$ cat config.mk
export PLATFORM = sky130hd
export DESIGN_NAME = product_bcd_converter
export DESIGN_NICKNAME = d
export VERILOG_FILES = /design/src/rtl/multiplier_pkg.sv /design/src/rtl/bcd_digit_adjust.sv /design/src/rtl/product_bcd_converter.sv
export SDC_FILE = /design/constraint.sdc
export NUM_CORES = 1
export LEC_CHECK = 0
export CAP_MARGIN = 20
export CORE_ASPECT_RATIO = 1.1
export CORE_UTILIZATION = 32
export CTS_BUF_LIST = sky130_fd_sc_hd__clkbuf_8
export CTS_CLUSTER_DIAMETER = 40
export DETAILED_ROUTE_END_ITERATION = 10
export MAX_ROUTING_LAYER = met4
export PLACE_DENSITY = 0.52
export SLEW_MARGIN = 20
export SYNTH_ARGS = -nofsm -noshare
export SYNTH_HDL_FRONTEND = slang
export SYNTH_SLANG_ARGS = --single-unit
$ cat constraint.sdc
create_clock -name clk -period 1.6 [get_ports clk]
set_input_delay 0.16 -clock clk [delete_from_list [all_inputs] [get_ports clk]]
set_output_delay 0.16 -clock clk [all_outputs]
set_load 0.02 [all_outputs]
$ cat src/rtl/multiplier_pkg.sv
// Shared constants and state encoding for the multiplier product path.
// The BCD converter imports it.
package multiplier_pkg;

    localparam int PRODUCT_WIDTH = 16;
    localparam int BCD_DIGITS    = 5;
    localparam int CNT_W         = $clog2(PRODUCT_WIDTH);

    typedef enum logic {
        IDLE    = 1'b0,
        CONVERT = 1'b1
    } state_t;

endpackage

$ cat src/rtl/bcd_digit_adjust.sv
// Double-dabble digit correction: adds 3 to a BCD digit of 5 or more
// before the next left shift.
module bcd_digit_adjust (
    input  logic [3:0] digit,
    output logic [3:0] adjusted
);

    always_comb begin
        adjusted = digit;
        if (digit >= 4'd5)
            adjusted = digit + 4'd3;
    end

endmodule

$ cat src/rtl/product_bcd_converter.sv
// Sequential shift-and-add-3 converter from the signed product to a sign flag
// and packed BCD magnitude, one bit per clock, with a held output register.
module product_bcd_converter
    import multiplier_pkg::*;
#(
    parameter int WIDTH  = PRODUCT_WIDTH,
    parameter int DIGITS = BCD_DIGITS,
    parameter int SIGNED = 1
) (
    input  logic                  clk,
    input  logic                  rst,
    input  logic                  start,
    input  logic [WIDTH-1:0]      product,
    output logic                  busy,
    output logic                  done,
    output logic                  sign,
    output logic [4*DIGITS-1:0]   bcd
);

    state_t                state;
    logic [CNT_W-1:0]      cnt;
    logic [WIDTH-1:0]      shift;
    logic [4*DIGITS-1:0]   scratch;
    logic [4*DIGITS-1:0]   adjusted;
    logic [4*DIGITS-1:0]   scratch_next;
    logic                  pend_sign;
    logic                  neg;
    logic [WIDTH-1:0]      mag;

    // 16'h8000 negates to itself, which is already the correct unsigned magnitude.
    always_comb begin
        neg = (SIGNED != 0) && product[WIDTH-1];
        mag = product;
        if (neg)
            mag = ~product + 1'b1;
    end

    for (genvar i = 0; i < DIGITS; i++) begin : g_adj
        bcd_digit_adjust u_adj (
            .digit    (scratch[4*i +: 4]),
            .adjusted (adjusted[4*i +: 4])
        );
    end

    always_comb begin
        scratch_next = {adjusted[4*DIGITS-2:0], shift[WIDTH-1]};
    end

    always_ff @(posedge clk) begin
        if (rst) begin
            state     <= IDLE;
            cnt       <= '0;
            shift     <= '0;
            scratch   <= '0;
            pend_sign <= 1'b0;
            busy      <= 1'b0;
            done      <= 1'b0;
            sign      <= 1'b0;
            bcd       <= '0;
        end else begin
            done <= 1'b0;
            case (state)
                IDLE: begin
                    if (start) begin
                        shift     <= mag;
                        pend_sign <= neg;
                        scratch   <= '0;
                        cnt       <= '0;
                        busy      <= 1'b1;
                        state     <= CONVERT;
                    end
                end
                CONVERT: begin
                    scratch <= scratch_next;
                    shift   <= {shift[WIDTH-2:0], 1'b0};
                    cnt     <= cnt + 1'b1;
                    if (cnt == CNT_W'(WIDTH-1)) begin
                        bcd   <= scratch_next;
                        sign  <= pend_sign;
                        done  <= 1'b1;
                        busy  <= 1'b0;
                        state <= IDLE;
                    end
                end
                default: state <= IDLE;
            endcase
        end
    end

endmodule

# Yosys cells after proc, flatten, opt, wreduce, memory -nomap -nowiden
# Index checks and enable logic that the tools add are counted.
# totals
reg_bits	65
in_bits	19
wordCells	49
# classes
add_sub_neg	7
magnitude_cmp	5
n_eq_ne	3
mux	19
bitwise	2
reduce_logical	4
# ops
cell	n
20-bit one-hot mux with 2 select lines	1
16-bit 2-to-1 mux	2
16-bit one-hot mux with 2 select lines	1
4-bit by 3-bit greater-or-equal comparator with 1-bit output, second input constant	5
20-bit 2-to-1 mux	1
4-bit 2-to-1 mux	5
16-bit by 1-bit adder with 16-bit output, second input constant	1
4-bit by 2-bit adder with 4-bit output, second input constant	4
16-bit inverter	1
4-bit one-hot mux with 2 select lines	1
2-bit AND reduction	3
1-bit 2-to-1 mux	5
4-bit by 1-bit adder with 4-bit output, second input constant	1
4-bit == test, second input constant	1
1-bit one-hot mux with 2 select lines	2
3-bit by 2-bit adder with 3-bit output, second input constant	1
3-bit 2-to-1 mux	1
2-bit by 1-bit != test with 1-bit output, second input constant	1
2-bit != test, second input constant	1
2-bit OR reduction	1
1-bit inverter	1

# Logic depth before layout (Yosys ltp)
# Gate-level depths: netlist of the first run.
# depth
word_depth	5
ltp_mapped	6
mapped_depth_nobuf	6

# Modules after synthesis
# Synthesis of the first run repeated with hierarchy kept, for this count alone.
# hier_totals
hier_cells	439
area_unflattened_um2	3454.6
# modules_own_cells
module	instances	cells_each	area_each_um2	seq_area_each_um2
product_bcd_converter	1	359	2947.8	1301.2
bcd_digit_adjust	5	16	101.3	0.0

# Worst setup path after synthesis of the first run
# Ideal clock, no wire load.
# synth_timing
path_kind	input to register
from	in product[4]
to	reg shift[15]
setup_time_ps	70
arrival_time_ps	1624
t_required_ps	1530
setup_slack_ps	-95
cell_stages	5
path_buffers	1
cell_sequence	or4_1 -> buf_2 -> or2_0 -> or4_1 -> a21oi_1
# synth_between
elab_chain_len	5
# synth_rtl
element	line_no	source
from (decl)	product_bcd_converter.sv:13	input logic [WIDTH-1:0] product,
16-bit inverter	product_bcd_converter.sv:35	mag = ~product + 1'b1;
16-bit by 1-bit adder with 16-bit output	product_bcd_converter.sv:35	
16-bit 2-to-1 mux	product_bcd_converter.sv:34	if (neg)
16-bit 2-to-1 mux	product_bcd_converter.sv:64	if (start) begin
16-bit one-hot mux with 2 select lines	product_bcd_converter.sv:62	case (state)
to (signal assigned)	product_bcd_converter.sv:65	shift <= mag;
to (signal assigned)	product_bcd_converter.sv:75	shift <= {shift[WIDTH-2:0], 1'b0};
to (decl)	product_bcd_converter.sv:22	logic [WIDTH-1:0] shift;
# No other way between the ends. The select of a mux whose other input is x is not followed.
# A chain may end at the register's enable or synchronous reset.

# Final worst setup path of the first run
# layout_timing
from	in product[11]
to	reg shift[15]
# Same word-level chain as after synthesis.

==> parameters.txt, run 1 <==
Parameter                              Value

Status
  Outcome    finished with violations
  Violations in the final reports    setup timing

Die
  X dimension of the die    99.3 um
  # IOs    42
  Area of the die    10800 um^2
  Number of placement rows    38
  Initial standard-cell utilization of the core    33.3%
  Die extent in y    109 um
  Core ar.    9980 um^2

GRT
  Initial antenna violation count    0
  Global-route wire length before repair    14.4 mm
  Global route total overflow    0
  Via count of the first global-routing pass    3128
  Overall Global Routing Usage    17.1%
  Maximum number of pins on one net before global-route repair    33

Finish
  Ratio of cells with drive above 1 in the final layout    23.8%
  Most common cell after layout, fill and taps aside    dfxtp_1
  Area growth, synth to finish    36.0%
  Nets@finish    505
  Most used cells in the layout excluding fill and tap cells    dfxtp_1 (60), buf_4 (50), a21oi_1 (30), nor2_1 (30), clkdlybuf4s50_1 (30)
  Finished Cell Area    4530 um^2
  Ant. Diodes    0
  Layout Utilization    45.3%

Power
  Leakage    0.00166 uW
  Power Dens Cells    799 nW/um^2
  Max IR drop VDD    0.000317 V

CTS
  Worst skew pair latency    0.34 ns
  CTS buffer count    9
  Number of H-tree levels    3
  Clk sinks    65
  Buffers from clock root to sink, at most    2
  Clock tree root driver cell    clkbuf_8
  CTS tree    yes
  Clock-pin slew on the worst setup and hold paths    0.08 ns

STA
  Fin Clk Skew    0.0118 ns
  Final total negative setup slack    -0.00405 ns
  Worst Slack Setup Final    -0.00405 ns
  Slew margin rel.    66.4%
  Final hold viol count    0
  Setup violation total in the final timing report    1
  Hold Worst Slack    0.0420 ns
  Fin. max-slew vios    0
  Achievable frequency    0.623 GHz
  Worst Max-Slew Pin Slew    0.504 ns
  Shortest period the worst path allows    1.60 ns
  Period utilisation layout    100%

Drt
  Post-detailed-route count of antenna-violating nets    0
  DRT Wirelength    8.30 mm
  Number of iterations in the first detailed-routing pass    4
  Routed wire per std cell    13.9 um
  Vias    3093
  Number of design-rule violations left by the first detailed-router iteration    104
  # DRC    0
  Detailed-route vias per instance    5.17

Logic synthesis
  Post-Synthesis Cells    396
  Count of state elements after synthesis    65
  Top_reg_cell synth    dfxtp_1
  Post-synthesis cell type count    50
  Part of the Yosys area used for sequential elements    39.1%
  Proportion of register bits with asynchronous set or reset after synthesis    0%
  Cell area after synthesis    3330 um^2
  Yosys warning count    0
  Number of flops mapped to enable cells by yosys    0
  Synthesized area divided by synthesized cell count    8.41 um^2
  Nets in the synthesized netlist    427

Setup path
  CP Capture Type    register
  Crit Path Max Fanout    2
  Data arrival time of the critical path    1.87 ns
  Req. time, crit path    1.87 ns
  Critical path class    in -> reg
  Startpoint types    input port

Placement
  Number of buffer cells added on primary ports    41
  Placed inst area    4180 um^2
  Post-detailed-placement half-perimeter wirelength    5.92 mm
  Worst slack after detailed placement    -0.534 ns
  RePlAce Congestion    0.828

Min path
  Min-delay worst type    in -> reg

Job
  Max-cap check violation count    0
-- synthesized netlist by cell type, drive strengths merged, types with 7 or more instances --
cell type | instances | area share, %
dfxtp | 65 | 39
a21oi | 32 | 4.8
nor2 | 30 | 3.4
o21ai | 24 | 3.6
clkbuf | 23 | 2.6
inv | 23 | 2.6
nand2 | 22 | 2.5
nor3 | 18 | 2.7
ha | 12 | 4.5
nand3b | 12 | 2.7
nor3b | 12 | 2.7
o32ai | 10 | 2.6
xnor2 | 7 | 1.8
-- what timing repair did --
| action | CTS | global route |
|---|---|---|
| setup endpoints to repair | 8 | 29 |
| hold buffers | 0 | 0 |
| pin swaps | 8 | 8 |
| resized for setup | 24 | 31 |
| buffers inserted | 2 | 0 |
-- registers in the layout, summed over array words and instances (netlist names) --
register   count
bcd           20
busy           1
cnt            4
done           1
pend_sign      1
scratch       20
shift         16
sign           1
state          1
-- metal layers --
metal  share of wire [%]  track usage (%)
met3                 3.1             2.63
met5                   0                -
met2                  49             29.6
met4                 1.4             6.93
met1                  46             20.0
-- cell type report --
cell class              count  area, um^2
clock buffers              10         138
fillers                  1004        5460
flip-flops and latches     65        1310
well taps                 120         150
multi-input cells         281        1950
repair buffers             94         813
clock inverters             5        80.1
inverters                  23        86.3
-- metrics by stage --
stage / cells / power [uW]
detailed placement: 581 / 2110
floorplan: 396 / 1910
finish: 598 / 3620
global placement: 581 / 2110
global route: 598 / 3800
CTS: 598 / 3670
-- power breakdown --
| part | internal [uW] | switching [uW] |
|---|---|---|
| logic | 200 | 211 |
| registers | 1650 | 21.2 |
| clock network | 908 | 624 |
| total | 2760 | 857 |
-- critical path, cell delays in order --
cell	delay (ns)
clkdlybuf4s15_1	0.18
or4_4	0.51
or3_4	0.35
or4_4	0.54
a21oi_2	0.13
-- cell families (layout without fill, tap and decap cells) --
logic type      Yosys count  after routing  synth area share [%]
xor+xnor                 11             11                  2.89
mux                       9              9                  2.89
flops                    65             65                  39.1
fa+ha+maj                12             12                  4.51
compound gates          110            110                  21.9
buf+inv                  50            132                  5.67
simple gates            139            139                  23.0
-- worst paths after layout --
check,slack (ns),startpoint,to,cells after the start
worst max register to register,0.08,scratch[8],scratch[10],6
worst min register to register,0.45,shift[1],shift[2],2
worst min-delay path,0.04,rst,sign,2
worst max-delay path,-0.004,product[11],shift[15],5
(Power assumes the default switching activity.)
==> run 2, diff against run 1 <==
RECOVER_POWER = 25   (was unset)
==> run 2 against run 1 <==
Net effect:
- the run still ends with setup timing left
- hold slack about the same
- clock power about the same
- wire length increased by 0.29%
- largest cell class unchanged
- critical endpoint unchanged
- global-route usage unchanged
- flip-flop and latch count unchanged
- sequential share of layout area about the same
- core utilization decreased by 0.075 points
- setup slack got worse by 0.0014 ns
- maximum frequency about the same
- combinational power about the same
- die area unchanged
- non-clock buffer count unchanged
==> parameters.txt, run 2 (synthesis gave the netlist of run 1 again) <==
Parameter                              Value

STA
  Period utilisation layout    100% (about the same)
  Slew margin rel.    66.5% (+0.12 points)
  Fin Clk Skew    0.0120 ns (+0.000167 ns)
  Final hold viol count    0 (unchanged)
  Setup violation total in the final timing report    1 (unchanged)
  Shortest period the worst path allows    1.61 ns (+0.00143 ns)
  Worst Max-Slew Pin Slew    0.502 ns (-0.00181 ns)
  Worst Slack Setup Final    -0.00548 ns (-0.00143 ns)
  Fin. max-slew vios    0 (unchanged)
  Achievable frequency    0.623 GHz (about the same)

Drt
  Detailed-route vias per instance    5.18 (about the same)
  Number of iterations in the first detailed-routing pass    6 (+2)
  Post-detailed-route count of antenna-violating nets    0 (unchanged)
  Routed wire per std cell    13.9 um (+0.29%)
  # DRC    0 (unchanged)
  Number of design-rule violations left by the first detailed-router iteration    95 (-8.7%)
  Vias    3096 (+0.097%)
  DRT Wirelength    8.32 mm (+0.29%)

GRT
  Overall Global Routing Usage    17.1% (unchanged)
  Global route total overflow    0 (unchanged)
  Via count of the first global-routing pass    3128 (unchanged)
  Global-route wire length before repair    14.4 mm (unchanged)
  Maximum number of pins on one net before global-route repair    33 (unchanged)
  Initial antenna violation count    0 (unchanged)

CTS
  CTS buffer count    9 (unchanged)
  Number of H-tree levels    3 (unchanged)
  CTS tree    yes
  Clock tree root driver cell    clkbuf_8
  Hold-fix buffer count after cts    0 (unchanged)
  Buffers from clock root to sink, at most    2 (unchanged)
  Clk sinks    65 (unchanged)
  Clock-pin slew on the worst setup and hold paths    0.08 ns (about the same)
  Worst skew pair latency    0.34 ns (about the same)

Finish
  Area growth, synth to finish    35.7%
  Ratio of cells with drive above 1 in the final layout    23.4% (-0.42 points)
  Ant. Diodes    0 (unchanged)
  Most common cell after layout, fill and taps aside    dfxtp_1
  Largest regs    bcd x20, scratch x20, shift x16
  Post-route insts no fill    598 (unchanged)
  Fill cell count    1006 (+0.20%)
  Nets@finish    505 (unchanged)
  Most used cells in the layout excluding fill and tap cells    dfxtp_1 (60), buf_4 (48), a21oi_1 (30), nor2_1 (30), clkdlybuf4s50_1 (30)

Power
  Cell internal pwr    2760 uW (about the same)
  Comb power frac    11.3% (about the same)
  Leakage    0.00165 uW (-0.45%)
  Max IR drop VDD    0.000317 V (-0.14%)
  Power, Total    3620 uW (about the same)
  Power Dens Cells    800 nW/um^2 (+0.10%)
  Sequential share of power    46.3% (about the same)
  Net switching power of the design    857 uW (about the same)
  Clock power share    42.4% (about the same)
  Sw Share    23.7% (+0.025 points)

Die
  # IOs    42 (unchanged)
  Core ar.    9980 um^2 (unchanged)
  Number of placement rows    38 (unchanged)
  Initial standard-cell utilization of the core    33.3% (unchanged)
  Area of the die    10800 um^2 (unchanged)
  Die extent in y    109 um (unchanged)
  X dimension of the die    99.3 um (unchanged)

Placement
  Number of buffer cells added on primary ports    41 (unchanged)
  RePlAce Congestion    0.828 (unchanged)
  Post-Place Cells    581 (unchanged)
  Post-detailed-placement half-perimeter wirelength    5.92 mm (unchanged)
  Worst slack after detailed placement    -0.534 ns (unchanged)

Status
  Violations in the final reports    setup timing
  Outcome    finished with violations

Setup path
  Max stage delay cell, worst path    or4_4
  Req. time, crit path    1.87 ns (about the same)
  Buffer and inverter count on the worst path    1 (unchanged)
  Setup slack of the most critical reg-to-reg path    0.08 ns (about the same)
  CP Capture Type    register
  Largest delay share family, worst path    simple AND/OR/NAND/NOR gates
  Highest cell delay on the worst timing path    0.54 ns (about the same)
  Crit-path most repeated cell    or4_4
  Startpoint types    input port
  Critical path class    in -> reg
  Data arrival time of the critical path    1.87 ns (about the same)
  Sequence of cells on the critical path    clkdlybuf4s15_1, or4_4, or3_4, or4_4, a21oi_2
  Crit Path Max Fanout    2 (unchanged)

Job
  Max-cap check violation count    0 (unchanged)

Min path
  Min-delay worst type    in -> reg
## run 2: cell count changes in the layout (fill, tap and decap cells not counted), sizes merged
cell and delta:
clkbuf +2, buf -2
## run 2: final timing paths
check                                   end   startpoint  cells after the start
worst min-delay path                   sign          rst                      2
worst max register to register  scratch[10]   scratch[8]                      6
worst min register to register     shift[2]     shift[1]                      2
worst max-delay path              shift[15]  product[11]                      5
## run 2: final cells by class
| cell class | count | area, um^2 | share of cell area (%) |
|---|---|---|---|
| Multi-Input combinational cell | 281 | 1950 | 43.2 |
| Sequential cell | 65 | 1310 | 28.9 |
| Clock buffer | 10 | 138 | 3.05 |
| Timing Repair Buffer | 94 | 806 | 17.8 |
| Inverter | 23 | 86.3 | 1.91 |
| Clock inverter | 5 | 80.1 | 1.77 |
| Tap cell | 120 | 150 | 3.32 |
## run 2: per-stage QoR
step                      cell area, um^2  hold WS (ns)  TNS (ns)  util, %
after floorplan                      3330         0.313   -0.0711        -
after global placement               4180         0.398     -4.37     41.9
after detailed placement             4180         0.401     -4.87     41.9
after CTS                            4480        0.0313   -0.0280     44.8
after global routing                 4520        0.0434   -0.0643     45.3
final                                4520        0.0422  -0.00548     45.3
## run 2: repair_timing
item / in CTS / in global routing
endpoints found under the setup margin: 8 / 29
resized for setup: 24 / 31
pin swaps: 8 / 8
setup buffers: 2 / 0
cloned: 0 / 0
## run 2: routing by layer
metal | global-route usage, % | wire, um | vias to the layer above
li1 | - | - | 1589
met1 | 20.0 | 3860 | 1432
met2 | 29.6 | 4080 | 64
met3 | 2.63 | 273 | 11
met4 | 6.93 | 113 | 0
met5 | - | 0 | -
## run 2: power by group through the flow
stage / logic [uW] / registers, uW / clock network [uW]
2_1_floorplan: 207 / 1710 / 0
3_3_place_gp: 396 / 1710 / 0
3_5_place_dp: 399 / 1710 / 0
4_1_cts: 411 / 1670 / 1580
5_1_grt: 449 / 1680 / 1670
6_report: 409 / 1670 / 1530
